### src/rtl/nibbler_button_conditioner.sv
// Button front end for the Nibbler core: synchronize, debounce and latch presses on four
// active-low board buttons. Define BUTTON_AUTOREPEAT_EN to add per-button autorepeat events.
module nibbler_button_conditioner #(
    parameter int SYNC_STAGES     = 2,
    parameter int DEBOUNCE_CYCLES = 4
`ifdef BUTTON_AUTOREPEAT_EN
    ,
    parameter int REPEAT_CYCLES   = 16
`endif
) (
    input  logic       clk,
    input  logic       reset,
    input  logic [3:0] rawNotButtons,
    input  logic       readStrobe,
    output logic [3:0] pushbuttons,
    output logic [3:0] pressLatched,
    output logic       anyPress
);

    localparam int CW = $clog2(DEBOUNCE_CYCLES + 1);
    localparam logic [CW-1:0] CNT_LAST = CW'(DEBOUNCE_CYCLES - 1);

    logic [3:0] stable_vec;
    logic [3:0] press_event;
    logic [3:0] latched_reg;

    genvar gi;
    generate
        for (gi = 0; gi < 4; gi++) begin : g_chan
            logic [SYNC_STAGES-1:0] sync_reg;
            logic [CW-1:0]          cnt_reg;
            logic                   stable_reg;
            logic                   sync_pressed;
            logic                   flip;

            // Last synchronizer stage, inverted to active-high
            assign sync_pressed = ~sync_reg[SYNC_STAGES-1];
            assign flip         = (sync_pressed != stable_reg) && (cnt_reg == CNT_LAST);

            always_ff @(posedge clk) begin
                if (reset) begin
                    sync_reg   <= '1;
                    cnt_reg    <= '0;
                    stable_reg <= 1'b0;
                end else begin
                    sync_reg <= {sync_reg[SYNC_STAGES-2:0], rawNotButtons[gi]};
                    if (sync_pressed == stable_reg) begin
                        cnt_reg <= '0;
                    end else if (cnt_reg == CNT_LAST) begin
                        stable_reg <= sync_pressed;
                        cnt_reg    <= '0;
                    end else begin
                        cnt_reg <= cnt_reg + 1'b1;
                    end
                end
            end

`ifdef BUTTON_AUTOREPEAT_EN
            localparam int RW = $clog2(REPEAT_CYCLES + 1);
            localparam logic [RW-1:0] REP_LAST = RW'(REPEAT_CYCLES - 1);

            logic [RW-1:0] rep_reg;
            logic          rep_fire;

            assign rep_fire = stable_reg && (rep_reg == REP_LAST);

            always_ff @(posedge clk) begin
                if (reset || !stable_reg || rep_fire) begin
                    rep_reg <= '0;
                end else begin
                    rep_reg <= rep_reg + 1'b1;
                end
            end

            assign press_event[gi] = (flip && sync_pressed) || rep_fire;
`else
            // Only a 0 -> 1 flip of the debounced state is a press
            assign press_event[gi] = flip && sync_pressed;
`endif

            assign stable_vec[gi] = stable_reg;
        end
    endgenerate

    // A press in the same cycle as readStrobe wins so it is never lost
    always_ff @(posedge clk) begin
        if (reset) begin
            latched_reg <= 4'b0000;
        end else begin
            latched_reg <= press_event | (latched_reg & ~{4{readStrobe}});
        end
    end

    assign pushbuttons  = stable_vec;
    assign pressLatched = latched_reg;
    assign anyPress     = |latched_reg;

endmodule

### config.mk
export PLATFORM = sky130hd
export DESIGN_NAME = nibbler_button_conditioner
export DESIGN_NICKNAME = d
export VERILOG_FILES = /design/src/rtl/nibbler_button_conditioner.sv
export SDC_FILE = /design/constraint.sdc
export NUM_CORES = 1
export LEC_CHECK = 0
export CAP_MARGIN = 10
export CORE_MARGIN = 2
export CORE_UTILIZATION = 46
export CTS_CLUSTER_SIZE = 20
export DETAILED_ROUTE_END_ITERATION = 6
export GPL_ROUTABILITY_DRIVEN = 1
export PLACE_DENSITY = 0.81
export SETUP_SLACK_MARGIN = 0.15
export SLEW_MARGIN = 10
export SYNTH_ARGS = -nofsm -noshare
export SYNTH_HDL_FRONTEND = slang
export SYNTH_SLANG_ARGS = --single-unit
### constraint.sdc
create_clock -name clk -period 1.1 [get_ports clk]
set_input_delay 0.22 -clock clk [delete_from_list [all_inputs] [get_ports clk]]
set_output_delay 0.22 -clock clk [all_outputs]
set_load 0.02 [all_outputs]
==> impl_metrics.env <==
export IMPL_synth_largest_area_cell="dfxtp_1"
export IMPL_vias_per_cell=5.27
export IMPL_final_hold_viol_count=0
export IMPL_p_leak_nw=0.605
export IMPL_hp_class="in -> reg"
export IMPL_path_cells="or4_4, buf_6"
export IMPL_outcome="complete, but fails checks"
export IMPL_die_w_um=51.7
export IMPL_rows=17
export IMPL_fmaxAchievable_mhz=635
export IMPL_p_per_area_nw_per_um2=954
export IMPL_fin_ws_ns=-0.475
export IMPL_place_ws_ns=-0.487
export IMPL_clock_skew_ns=0.00336
export IMPL_post_route_util=0.790
export IMPL_required_ns=0.88
export IMPL_ant_nets=0
export IMPL_max_stage_delay_ns=0.53
export IMPL_critPathKind="reg -> out"
export IMPL_dieArea_um2=2670
export IMPL_cts_buffers=3
export IMPL_boundaryPins=16
export IMPL_worst_pin_slew_ns=0.505
export IMPL_crit_path_start_kind="register"
export IMPL_post_synth_top_area_fraction=0.537
export IMPL_crit_arrival_ns=1.36
export IMPL_period_needed_ns=1.58
export IMPL_cts_root_buf="clkbuf_4"
export IMPL_max_cap_violations=0
export IMPL_critPathSlowestCell="or4_4"
export IMPL_violations="setup timing"
export IMPL_syn_avg_cell_area_um2=11.4
export IMPL_first_pass_iters=2
export IMPL_cp_max_fo=2
export IMPL_final_max_slew_viol_count=0
export IMPL_drt_iter0_markers=4
export IMPL_cts_tree="yes"
export IMPL_slew_headroom=0.662
export IMPL_grt_antenna_before_repair=0
export IMPL_ys_warn_count=0
export IMPL_clk_path_buf_depth=2
export IMPL_cts_htree_levels=1
export IMPL_ys_seq_elements=28
export IMPL_largest_reg_flops=12
export IMPL_grt_first_pass_wirelength_mm=3.55
export IMPL_yosysSeqAreaShare=0.537
export IMPL_grt_pass1_vias=764
export IMPL_antenna_cells=0
export IMPL_power_mw=1.63
export IMPL_synth_area_leaders="dfxtp_1, ha_1, nor4_1"
export IMPL_synth_edf_count=0
export IMPL_rsz0062_at_grt="true"
export IMPL_synth_area_um2=1040
export IMPL_vdd_drop_max_mv=1.10
export IMPL_post_route_period_util=1.43
export IMPL_fin_nets=140
export IMPL_core_um2=2170
export IMPL_routedWlPerCell_um=16.4
export IMPL_synthFlopType="dfxtp_1"
export IMPL_cts_sinks=28
export IMPL_syn_to_final_growth_pct=64.0
export IMPL_start_util=0.482
export IMPL_clkTransAtPathRegs_ns=0.14
export IMPL_cp_end_kind="primary output"
export IMPL_grt_usage=0.188
export IMPL_die_h_um=51.7
export IMPL_detailed_place_hpwl_mm=1.41
export IMPL_vias=801
export IMPL_final_layout_size_suffix_gt1_frac=0.774
export IMPL_grt_max_degree=16
export IMPL_fin_area_um2=1710
export IMPL_drt_total_wl_mm=2.50
export IMPL_numPortBuffers=15
export IMPL_synthCells=92
export IMPL_synthesis_nets=107
export IMPL_setup_viol=20
export IMPL_clock_latency_ns=0.33
export IMPL_ctsHoldBuffers=0
export IMPL_ys_async_sr_fraction=0
export IMPL_drc=0
export IMPL_grt_overflow=0
export IMPL_yosysUniqueCellTypes=16
export IMPL_place_congestion=0.672
export IMPL_place_area_um2=1430
## through the flow
| stage | std cells | hold WS (ns) | TNS (ns) |
|---|---|---|---|
| after global routing | 152 | 0.428 | -2.29 |
| after CTS | 150 | 0.434 | -1.32 |
| after detailed placement | 143 | 0.402 | -7.12 |
| after floorplan | 92 | 0.324 | -0.156 |
| final | 152 | 0.435 | -1.55 |
| after global placement | 143 | 0.394 | -6.17 |
## power breakdown
| part | switching [mW] | internal, mW | leakage [nW] | total (mW) |
|---|---|---|---|---|
| Sequential | 0.0149 | 1.03 | 0.236 | 1.05 |
| Combinational | 0.0472 | 0.0501 | 0.348 | 0.0973 |
| Clock | 0.286 | 0.203 | 0.0210 | 0.489 |
## layout by cell type (no fill, tap or decap)
cell	netlist	routed
buf_6	1	18
clkbuf_4	0	3
nor4_4	0	4
nor4b_4	0	1
a211oi_2	0	4
or2_2	8	8
nor2_4	0	1
inv_1	4	4
clkbuf_8	0	1
a21oi_2	4	4
nand2b_1	4	4
xor2_2	0	2
nor4_2	0	4
dfxtp_2	0	16
nor2_2	0	3
xor2_1	4	2
clkdlybuf4s50_1	0	6
or3b_4	0	4
dfxtp_1	28	12
ha_4	0	8
buf_4	4	11
or4_4	0	1
nor4b_2	0	3
## layout make-up
class                   count  area, um^2
inverters                   4        15.0
fillers                   137         457
multi-input cells          53         701
repair buffers             35         345
well taps                  28        35.0
flip-flops and latches     28         581
clock buffers               4        36.3
## cell usage after synthesis (all sizes together) (4+ instances only)
cell    instances
or3b            4
nand2b          4
nor4            8
or2             8
dfxtp          28
ha              8
a21oi           4
nor2            4
a211oi          4
nor4b           4
xor2            4
inv             4
buf             7
## worst paths after layout
kind	start	cells past startpoint	to	slack (ns)
worst min-delay path	rawNotButtons[2]	2	g_chan[2].sync_reg[0]	0.44
worst min register to register	g_chan[1].sync_reg[0]	1	g_chan[1].sync_reg[1]	0.44
worst max-delay path	pressLatched[1]	2	anyPress	-0.48
worst max register to register	g_chan[0].cnt_reg[0]	4	pressLatched[0]	-0.14
## cell families (layout without fill, tap and decap cells)
family	count (synthesis)	after routing	synth area share
buf+inv	11	43	0.0635
flops	28	28	0.537
compound gates	8	8	0.0623
xor+xnor	4	4	0.0335
fa+ha+maj	8	8	0.0958
simple gates	33	33	0.208
## what timing repair did
action / 4_1_cts / 5_1_grt
buffers inserted: 3 / 2
gates cloned: 0 / 0
resized for setup: 78 / 19
pin swaps: 10 / 4
setup endpoints to repair: 29 / 29
## critical path, delay by kind of cell (launching register included)
kind	cells	cell delay, ns
and+or+nand+nor	1	0.53
DFF	1	0.35
buffers and inverters	1	0.15
## metal layers
metal,track usage,part of all wire
met3,0.0345,0.026
met1,0.231,0.44
met4,0.0921,0.022
met2,0.316,0.52
met5,0,0
No activity file was read; power rests on OpenSTA's default activity.
